$ cat config.mk
export PLATFORM = sky130hd
export DESIGN_NAME = decode_stage
export DESIGN_NICKNAME = d
export VERILOG_FILES = /design/src/rtl/decode_stage.sv
export SDC_FILE = /design/constraint.sdc
export NUM_CORES = 1
export LEC_CHECK = 0
export CAP_MARGIN = 30
export CORE_ASPECT_RATIO = 0.6
export CORE_UTILIZATION = 42
export CTS_CLUSTER_DIAMETER = 30
export DETAILED_ROUTE_END_ITERATION = 7
export PLACE_DENSITY = 0.87
export SYNTH_ARGS = -nofsm -noshare
export SYNTH_HDL_FRONTEND = slang
export SYNTH_SLANG_ARGS = --single-unit
$ cat constraint.sdc
create_clock -name clk -period 3 [get_ports clk]
set_clock_uncertainty 0.15 [all_clocks]
set_input_delay 0.6 -clock clk [delete_from_list [all_inputs] [get_ports clk]]
set_output_delay 0.6 -clock clk [all_outputs]
set_load 0.01 [all_outputs]
$ cat src/rtl/decode_stage.sv
// RV32I decode pipeline register with a valid/ready handshake and flush.
// Define DECODE_WB_FORWARD_EN to bypass the in-flight writeback into the source operands.
module decode_stage #(
    parameter int DATAWIDTH = 32
) (
    input  logic                 clk,
    input  logic                 rst_n,
    input  logic                 in_valid,
    output logic                 in_ready,
    input  logic [31:0]          instr,
    input  logic [DATAWIDTH-1:0] pc,
    output logic [4:0]           readReg1,
    output logic [4:0]           readReg2,
    input  logic [DATAWIDTH-1:0] readData1,
    input  logic [DATAWIDTH-1:0] readData2,
    input  logic                 wb_write,
    input  logic [4:0]           wb_reg,
    input  logic [DATAWIDTH-1:0] wb_data,
    input  logic                 flush,
    output logic                 out_valid,
    input  logic                 out_ready,
    output logic [DATAWIDTH-1:0] out_pc,
    output logic [DATAWIDTH-1:0] out_rs1_val,
    output logic [DATAWIDTH-1:0] out_rs2_val,
    output logic [DATAWIDTH-1:0] out_imm,
    output logic [4:0]           out_rd,
    output logic [6:0]           out_opcode,
    output logic [2:0]           out_funct3,
    output logic [6:0]           out_funct7,
    output logic                 out_illegal
);

    localparam logic [6:0] OP_IMM    = 7'b0010011;
    localparam logic [6:0] OP_LOAD   = 7'b0000011;
    localparam logic [6:0] OP_JALR   = 7'b1100111;
    localparam logic [6:0] OP_SYSTEM = 7'b1110011;
    localparam logic [6:0] OP_STORE  = 7'b0100011;
    localparam logic [6:0] OP_BRANCH = 7'b1100011;
    localparam logic [6:0] OP_LUI    = 7'b0110111;
    localparam logic [6:0] OP_AUIPC  = 7'b0010111;
    localparam logic [6:0] OP_JAL    = 7'b1101111;
    localparam logic [6:0] OP_REG    = 7'b0110011;

    logic [6:0]           opcode;
    logic [4:0]           rs1;
    logic [4:0]           rs2;
    logic                 legal;
    logic [31:0]          imm32;
    logic [DATAWIDTH-1:0] imm_ext;
    logic [DATAWIDTH-1:0] rs1_val;
    logic [DATAWIDTH-1:0] rs2_val;
    logic                 capture;

    assign opcode   = instr[6:0];
    assign rs1      = instr[19:15];
    assign rs2      = instr[24:20];
    assign readReg1 = rs1;
    assign readReg2 = rs2;

    assign in_ready = !out_valid || out_ready;
    assign capture  = in_valid && in_ready && !flush;

    always_comb begin
        legal = 1'b1;
        imm32 = '0;
        if (instr[1:0] != 2'b11) begin
            legal = 1'b0;
        end else begin
            case (opcode)
                OP_IMM, OP_LOAD, OP_JALR, OP_SYSTEM:
                    imm32 = {{20{instr[31]}}, instr[31:20]};
                OP_STORE:
                    imm32 = {{20{instr[31]}}, instr[31:25], instr[11:7]};
                OP_BRANCH:
                    imm32 = {{19{instr[31]}}, instr[31], instr[7], instr[30:25], instr[11:8], 1'b0};
                OP_LUI, OP_AUIPC:
                    imm32 = {instr[31:12], 12'b0};
                OP_JAL:
                    imm32 = {{11{instr[31]}}, instr[31], instr[19:12], instr[20], instr[30:21], 1'b0};
                OP_REG:
                    imm32 = '0;
                default:
                    legal = 1'b0;
            endcase
        end
        // Widen to DATAWIDTH by replicating the sign of the 32-bit immediate.
        imm_ext       = {DATAWIDTH{imm32[31]}};
        imm_ext[31:0] = imm32;
    end

`ifdef DECODE_WB_FORWARD_EN
    always_comb begin
        rs1_val = readData1;
        rs2_val = readData2;
        if (wb_write && (wb_reg == rs1)) rs1_val = wb_data;
        if (wb_write && (wb_reg == rs2)) rs2_val = wb_data;
        if (rs1 == 5'd0) rs1_val = '0;
        if (rs2 == 5'd0) rs2_val = '0;
    end
`else
    logic unused_wb;
    assign unused_wb = ^{wb_write, wb_reg, wb_data};

    always_comb begin
        rs1_val = readData1;
        rs2_val = readData2;
        if (rs1 == 5'd0) rs1_val = '0;
        if (rs2 == 5'd0) rs2_val = '0;
    end
`endif

    always_ff @(posedge clk or negedge rst_n) begin
        if (!rst_n) begin
            out_valid   <= 1'b0;
            out_pc      <= '0;
            out_rs1_val <= '0;
            out_rs2_val <= '0;
            out_imm     <= '0;
            out_rd      <= '0;
            out_opcode  <= '0;
            out_funct3  <= '0;
            out_funct7  <= '0;
            out_illegal <= 1'b0;
        end else if (flush) begin
            out_valid <= 1'b0;
        end else if (capture) begin
            out_valid   <= 1'b1;
            out_pc      <= pc;
            out_rs1_val <= rs1_val;
            out_rs2_val <= rs2_val;
            out_imm     <= imm_ext;
            out_rd      <= instr[11:7];
            out_opcode  <= opcode;
            out_funct3  <= instr[14:12];
            out_funct7  <= instr[31:25];
            out_illegal <= !legal;
        end else if (out_ready) begin
            out_valid <= 1'b0;
        end
    end

endmodule
**Word-level counts from Yosys, hierarchy flattened**

Cells that the tools add are included.
Widths: inputs -> output; s select.

- Eq/ne operators: 11
- Muxes and demuxes: 9
- Bitwise logic cells: 1
- Reductions and logical operators: 13

Operators with widths:

| cell | count |
|---|---|
| $pmux 32 s5 | 1 |
| $mux 32 | 3 |
| $eq 7x7->1 const B | 4 |
| $eq 7x6->1 const B | 3 |
| $eq 7x5->1 const B | 2 |
| $logic_not 5->1 | 2 |
| $reduce_or 10->1 | 1 |
| $eq 7x2->1 const B | 1 |
| $mux 1 | 5 |
| $reduce_or 4->1 | 1 |
| $logic_not 1->1 | 3 |
| $reduce_bool 3->1 | 1 |
| $logic_and 1x1->1 | 2 |
| $ne 2x2->1 const B | 1 |
| $reduce_and 2->1 | 1 |
| $reduce_or 2->1 | 1 |
| $logic_or 1x1->1 | 1 |
| $not 1->1 | 1 |

- Flip-flop bits (word level): 152
- Input port bits: 171
- Output and inout port bits: 163
- Word-level logic and storage cells: 44

**Longest topological paths before layout**

Gate-level depths: netlist (run 1).

- Depth in word-level cells: 6
- Gate-level depth with buffers: 8
- Gate-level depth less buffers: 5

**Worst setup path after synthesis (run 1)**

Ideal clock, no wire load.

- Path type: input to register
- Start: in instr[3]
- End: reg out_imm[12]
- Setup time: 0.075 ns
- Arrival time: 1.751 ns
- Required time: 2.775 ns
- Slack: 1.024 ns
- Stages on the path: 5
- Buffers on the path: 1
- Cells stage by stage: or3b_4 a2111oi_4 a31oi_2 buf_6 o21ai_2

- Word-level cells in the longest chain between the ends: 4
- Elaborated cells on any way between the ends: 13
- Classes of those cells: 9 x eq/ne; 2 x mux; 2 x reduce/logical

RTL lines:

| item | line | source |
|---|---|---|
| start, declared | 10 | `input logic [31:0] instr,` |
| $eq 7x5->1, or another cell as far along | 69 | `case (opcode)` |
| $reduce_or 4->1 or $reduce_or 2->1 (tied branches) | n/a |  |
| $pmux 32 s5 (*) | 69 |  |
| $mux 32 (*) | 66 | `if (instr[1:0] != 2'b11) begin` |
| end signal, assigned | 131 | `out_imm <= imm_ext;` |
| end, declared | 25 | `output logic [DATAWIDTH-1:0] out_imm,` |

Every way passes the cells marked *; elsewhere a longest branch is shown, timed or not.
A chain may end at the register's enable or synchronous reset.

**Worst setup path after layout (run 1)**

- Start: in instr[20]
- End: out readReg2[0]

RTL lines:

| item | line | source |
|---|---|---|
| end, declared | 13 | `output logic [4:0] readReg2,` |

No word-level cell between the ends.

==> flow_metrics.tcl, run 1 <==
set metrics [dict create \
    holdBufCountCts 0 \
    ios 334 \
    worstPathArrival_ns 1.84 \
    worst_pin_slew_ns 0.925 \
    critPathMaxFanout 6 \
    cts.repair.resized 0 \
    synth_area_um2 6100 \
    power_per_cell_area_nw_per_um2 584 \
    postCtsSetupRepairBufs 0 \
    netlist_instances 552 \
    critPathBufInv 2 \
    clock_latency_ns 0.41 \
    drtPass1Iterations 6 \
    worstHoldPathType "in2async" \
    antenna_found_initial 0 \
    wl_mm 19.1 \
    cap_viol_max_count 0 \
    area_growth_pct 60.9 \
    grtUsageMet3 0.0836 \
    grt_setup_unrepaired "no" \
    via_per_inst 5.11 \
    relSlewSlack 0.383 \
    yosys.area.top_type "dfrtp_1" \
    setup_viol 0 \
    cp-end-kind "primary output" \
    final_util 0.705 \
    worstPathCellList "clkdlybuf4s50_1 -> clkdlybuf4s50_1" \
    critPathMaxStageDelay_ns 0.63 \
    synth_edf_count 0 \
    critPathKind "in2out" \
    synth_area_leaders "dfrtp_1 62%, nand2_1 11%, a22o_1 10%" \
    cts_buffers 17 \
    die-area_um2 15000 \
    p_int_mw 4.14 \
    final_layout_size_suffix_gt1_frac 0.0902 \
    clk_pin_slew_ns 0.07 \
    ys_types 39 \
    ys_seq_area_frac 0.624 \
    cp.required_ns 2.25 \
    max_freq_mhz 387 \
    grt_pass1_wl_mm 29.1 \
    post-route-period-util 0.862 \
    hold_viol 0 \
    final_antenna_net_count 0 \
    async_reset_ff_frac 1.00 \
    worst_r2r_startpoint "out_valid" \
    dp_hpwl_mm 14.0 \
    overflow 0 \
    crit_family "buffers and inverters" \
    design.core.area_um2 13900 \
    clkPwrFrac 0.352 \
    syn-num-nets 723 \
    fp.dieW_um 158 \
    routedWlPerCell_um 18.3 \
    drt_iter0_markers 381 \
    final_nets 1012 \
    rrSetupSlack_ns 0.90 \
    place_congestion 0.840 \
    cts_tree "done" \
    grt_util_met2 0.438 \
    period_needed_ns 2.59 \
    htreeDepth 4 \
    yosys-top-cells-count "180 x nand2_1, 152 x dfrtp_1, 70 x a22o_1" \
    switchingPower_mw 1.60 \
    yosysWarnings 0 \
    reg2reg_depth 5 \
    busiest_layer "met2" \
    rr_endpoint "out_imm[27]" \
    tns_ns 0 \
    cp_slowest_cell "clkdlybuf4s50_1" \
    track_usage 0.259 \
    p_comb_frac 0.223 \
    antenna_cells 0 \
    ys_seq_elements 152 \
    p_leak_nw 4.41 \
    peakVddDrop_mv 0.318 \
    port-buffer-count 295 \
    p_sw_frac 0.279 \
    synth.avg_cell_area_um2 11.1 \
    synth_top_area_frac 0.624 \
    cts_root_buffer "clkbuf_16" \
    outcome "complete, no violations" \
    die_h_um 95.3 \
    startpoint_type "primary input" \
    drc 0 \
    ys.flop_type "dfrtp_1" \
    report.final.slew_viol_count 0 \
    seqPwrFrac 0.425 \
    grt_pass1_vias 5426 \
    yosysMostFrequentCell "nand2_1" \
    rows 33 \
    cts_buffer_depth 2 \
    crit_top_cell "clkdlybuf4s50_1" \
    cts.sinks 152 \
    grt_max_degree 99 \
    initial_core_util 0.438 \
    vias 5340 \
    grt_use_met1 0.318 \
]
==> flip-flops by register name, indices dropped and copies added, names as in the netlist <==
| name | cells |
|---|---|
| out_rs1_val | 32 |
| out_pc | 32 |
| out_rd | 5 |
| out_rs2_val | 32 |
| out_funct7 | 7 |
| out_imm | 32 |
| out_funct3 | 3 |
| out_illegal | 1 |
| out_valid | 1 |
| out_opcode | 7 |
==> cell type report <==
class / count / area (um^2)
Timing Repair Buffer: 317 / 3150
Tap cell: 192 / 240
Multi-Input combinational cell: 350 / 2050
Inverter: 3 / 11.3
Clock buffer: 17 / 425
Clock inverter: 15 / 131
Sequential cell: 152 / 3800
Fill cell: 1013 / 4100
==> cell families (layout without fill, tap and decap cells) <==
| logic type | after synthesis | after routing | share of synthesized area |
|---|---|---|---|
| AND/OR/NAND/NOR | 223 | 223 | 0.157 |
| AO/OA/AOI/OAI | 127 | 127 | 0.176 |
| flip-flops | 152 | 152 | 0.624 |
| buffers and inverters | 50 | 352 | 0.0433 |
==> worst max path at each step <==
stage                     startpoint           to  slack (ns)  cells after the start
after floorplan             instr[3]  out_imm[12]        1.02                      5
after global placement      instr[4]   out_imm[1]        0.05                      5
after detailed placement    instr[2]  out_imm[27]        0.06                      5
after CTS                  instr[20]  readReg2[0]        0.42                      2
after global routing        instr[5]  out_imm[27]        0.34                      6
final                      instr[20]  readReg2[0]        0.41                      2
==> layer usage <==
| layer | part of all wire | wire [um] | vias up |
|---|---|---|---|
| met5 | 0 | 0 | - |
| met1 | 0.42 | 7990 | 2602 |
| met4 | 0.012 | 222 | 0 |
| met3 | 0.080 | 1520 | 23 |
| li1 | - | - | 2508 |
| met2 | 0.49 | 9370 | 207 |
==> cells in the final DEF (no fill, tap or decap), types with 2 or more instances in the layout <==
master,instances
clkdlybuf4s50_1,294
nand2_1,179
dfrtp_1,152
a22o_1,70
buf_4,19
clkbuf_16,17
a221o_1,11
o21ai_2,10
and3_1,9
a22oi_1,8
nor2_1,6
a211oi_1,6
a21oi_1,5
o21ai_1,5
inv_6,4
inv_8,4
inv_1,3
nor2b_1,3
nor3_1,3
a21oi_2,3
nand2b_1,3
nand3_1,3
nand4b_1,3
clkinv_4,3
and4b_1,2
o21a_1,2
nor4_1,2
o21ai_0,2
clkinvlp_4,2
clkinv_2,2
buf_6,2
buf_12,2
==> stage by stage <==
stage	area, um^2	std cells	worst slack (ns)	power [mW]	hold WS [ns]
after floorplan	6100	552	1.02	2.89	0.154
after global placement	9240	1012	0.0541	3.71	0.307
after detailed placement	9260	1014	0.0644	3.76	0.311
after CTS	9810	1046	0.424	5.78	0.0273
after global routing	9810	1046	0.342	5.99	0.0551
final	9810	1046	0.413	5.74	0.0104
==> power groups by stage <==
stage                     combinational, mW  sequential, mW  clock, mW
final                                  1.28            2.44       2.02
after floorplan                       0.319            2.58          0
after detailed placement               1.29            2.47          0
after global routing                   1.38            2.47       2.14
after CTS                              1.29            2.44       2.05
after global placement                 1.25            2.46          0
Note: power is estimated with default switching activity, not from simulation.
==> inputs of run 2 (changes only) <==
--- a/config.mk
+++ b/config.mk
@@ -10,6 +10,7 @@
 export CORE_UTILIZATION = 42
 export CTS_CLUSTER_DIAMETER = 30
 export DETAILED_ROUTE_END_ITERATION = 7
+export GPL_ROUTABILITY_DRIVEN = 0
 export PLACE_DENSITY = 0.87
 export SYNTH_ARGS = -nofsm -noshare
 export SYNTH_HDL_FRONTEND = slang
==> constraint.sdc (replaced) <==
create_clock -name clk -period 3.11 [get_ports clk]
set_clock_uncertainty 0.15 [all_clocks]
set_input_delay 0.622 -clock clk [delete_from_list [all_inputs] [get_ports clk]]
set_output_delay 0.622 -clock clk [all_outputs]
set_load 0.01 [all_outputs]
==> run 2 against run 1 <==
Against the previous run: combinational power down 4%; register-to-register slack worse by 0.05 ns; critical path depth up 2; utilization up 0.19 points; critical endpoint is now in_ready; largest cell class unchanged.
==> flow_metrics.tcl, run 2 (synthesized netlist as in run 1, its figures left out) <==
set metrics [dict create \
    place_ws_ns 0.178 \
    dp_hpwl_mm 13.7 \
    switchingPower_mw 1.55 \
    die_h_um 95.3 \
    rrSetupSlack_ns 0.85 \
    relSlewSlack 0.369 \
    period_needed_ns 2.76 \
    crit_start "out_ready" \
    drtPass1Iterations 5 \
    design.core.area_um2 13900 \
    reg2reg_depth 6 \
    final_common_cell "clkdlybuf4s50_1" \
    grt_setup_unrepaired "no" \
    post_layout_nonfiller_instances 1042 \
    crit_top_cell "clkdlybuf4s50_1" \
    worstSetupEndpoint "in_ready" \
    p_sw_frac 0.271 \
    worst_r2r_startpoint "out_valid" \
    place_inst 1010 \
    timing.final.ws_setup_ns 0.348 \
    power_per_cell_area_nw_per_um2 580 \
    critPathBufInv 3 \
    postCtsSetupRepairBufs 0 \
    critPathMaxFanout 4 \
    via_per_inst 5.10 \
    final_antenna_net_count 0 \
    worstPathCellList "clkdlybuf4s50_1 -> nor2b_2 -> inv_1 -> clkdlybuf4s50_1" \
    report.final.slew_viol_count 0 \
    crit_family "buffers and inverters" \
    cts.sinks 152 \
    final_nets 1008 \
    cts_buffers 17 \
    wl_mm 18.8 \
    antenna_cells 0 \
    overflow 0 \
    rows 33 \
    ios 334 \
    startpoint_type "primary input" \
    holdWs_ns 0.0632 \
    worstPathArrival_ns 1.99 \
    critPathKind "in2out" \
    tns_ns 0 \
    p_leak_nw 4.42 \
    grt_max_degree 90 \
    grt_pass1_vias 5321 \
    rr_endpoint "out_rs2_val[22]" \
    clock_latency_ns 0.41 \
    cts_buffer_depth 2 \
    p_comb_frac 0.216 \
    antenna_found_initial 0 \
    initial_core_util 0.438 \
    grt_pass1_wl_mm 29.0 \
    clk_pin_slew_ns 0.07 \
    max_freq_mhz 362 \
    cts_root_buffer "clkbuf_16" \
    cts.repair.resized 0 \
    final_layout_size_suffix_gt1_frac 0.0859 \
    hold_viol 0 \
    drc 0 \
    cts_tree "done" \
    port-buffer-count 295 \
    p_int_mw 4.16 \
    vias 5315 \
    post-route-period-util 0.888 \
    outcome "complete, no violations" \
    path_depth 4 \
    cp_slowest_cell "clkdlybuf4s50_1" \
    holdBufCountCts 0 \
    cp.required_ns 2.34 \
    htreeDepth 4 \
    critPathMaxStageDelay_ns 0.52 \
    seqPwrFrac 0.412 \
    worstHoldPathType "in2async" \
    cap_viol_max_count 0 \
    drt_iter0_markers 328 \
    cp-end-kind "primary output" \
    peakVddDrop_mv 0.320 \
    mostFrequentLayoutCells "294 x clkdlybuf4s50_1, 179 x nand2_1, 152 x dfrtp_1" \
    fp.dieW_um 158 \
    area_growth_pct 61.3 \
    worst_pin_slew_ns 0.946 \
    track_usage 0.256 \
    die-area_um2 15000 \
    routedWlPerCell_um 18.0 \
    clkPwrFrac 0.372 \
    setup_viol 0 \
]
[run 2: layout make-up]
cell class              count  area [um^2]
clock inverters            15          179
inverters                   3         11.3
multi-input cells         350         2050
well taps                 192          240
clock buffers              17          425
fillers                   997         4080
flip-flops and latches    152         3800
repair buffers            313         3130
[run 2: metrics by stage]
stage | util | power, mW | cell area [um^2]
3_3_place_gp | 0.663 | 3.58 | 9230
3_5_place_dp | 0.664 | 3.62 | 9240
2_1_floorplan | - | 2.79 | 6100
6_report | 0.707 | 5.70 | 9840
4_1_cts | 0.707 | 5.75 | 9840
5_1_grt | 0.707 | 5.95 | 9840
[run 2: power groups by stage]
stage	Sequential [mW]	Clock (mW)	Combinational, mW
2_1_floorplan	2.48	0	0.308
3_3_place_gp	2.37	0	1.21
3_5_place_dp	2.38	0	1.24
4_1_cts	2.35	2.16	1.24
5_1_grt	2.38	2.24	1.33
6_report	2.35	2.12	1.23
[run 2: routing by layer]
| metal | vias to the layer above | part of all wire | global-route usage |
|---|---|---|---|
| met3 | 9 | 0.087 | 0.0777 |
| met1 | 2582 | 0.41 | 0.320 |
| met2 | 234 | 0.50 | 0.438 |
| li1 | 2490 | - | - |
| met5 | - | 0 | 0 |
| met4 | 0 | 0.0068 | 0.0574 |
[run 2: worst register-to-register path, cell delays in order (launching register included)]
cell     delay [ns]
dfrtp_1        0.36
nor2b_2        0.31
inv_1          0.16
nand2_4        0.11
buf_12         0.32
buf_4          0.54
a22o_1         0.23
[run 2: worst min path at each step]
stage                          start             to  slack, ns  cells past startpoint
final                          rst_n  out_opcode[1]       0.06                      1
after global placement    out_pc[17]     out_pc[17]       0.31                      2
after global routing           rst_n     out_pc[29]       0.11                      1
after detailed placement   out_pc[2]      out_pc[2]       0.31                      2
after CTS                      rst_n     out_pc[30]       0.09                      1
after floorplan                rst_n  out_funct3[0]       0.18                      0
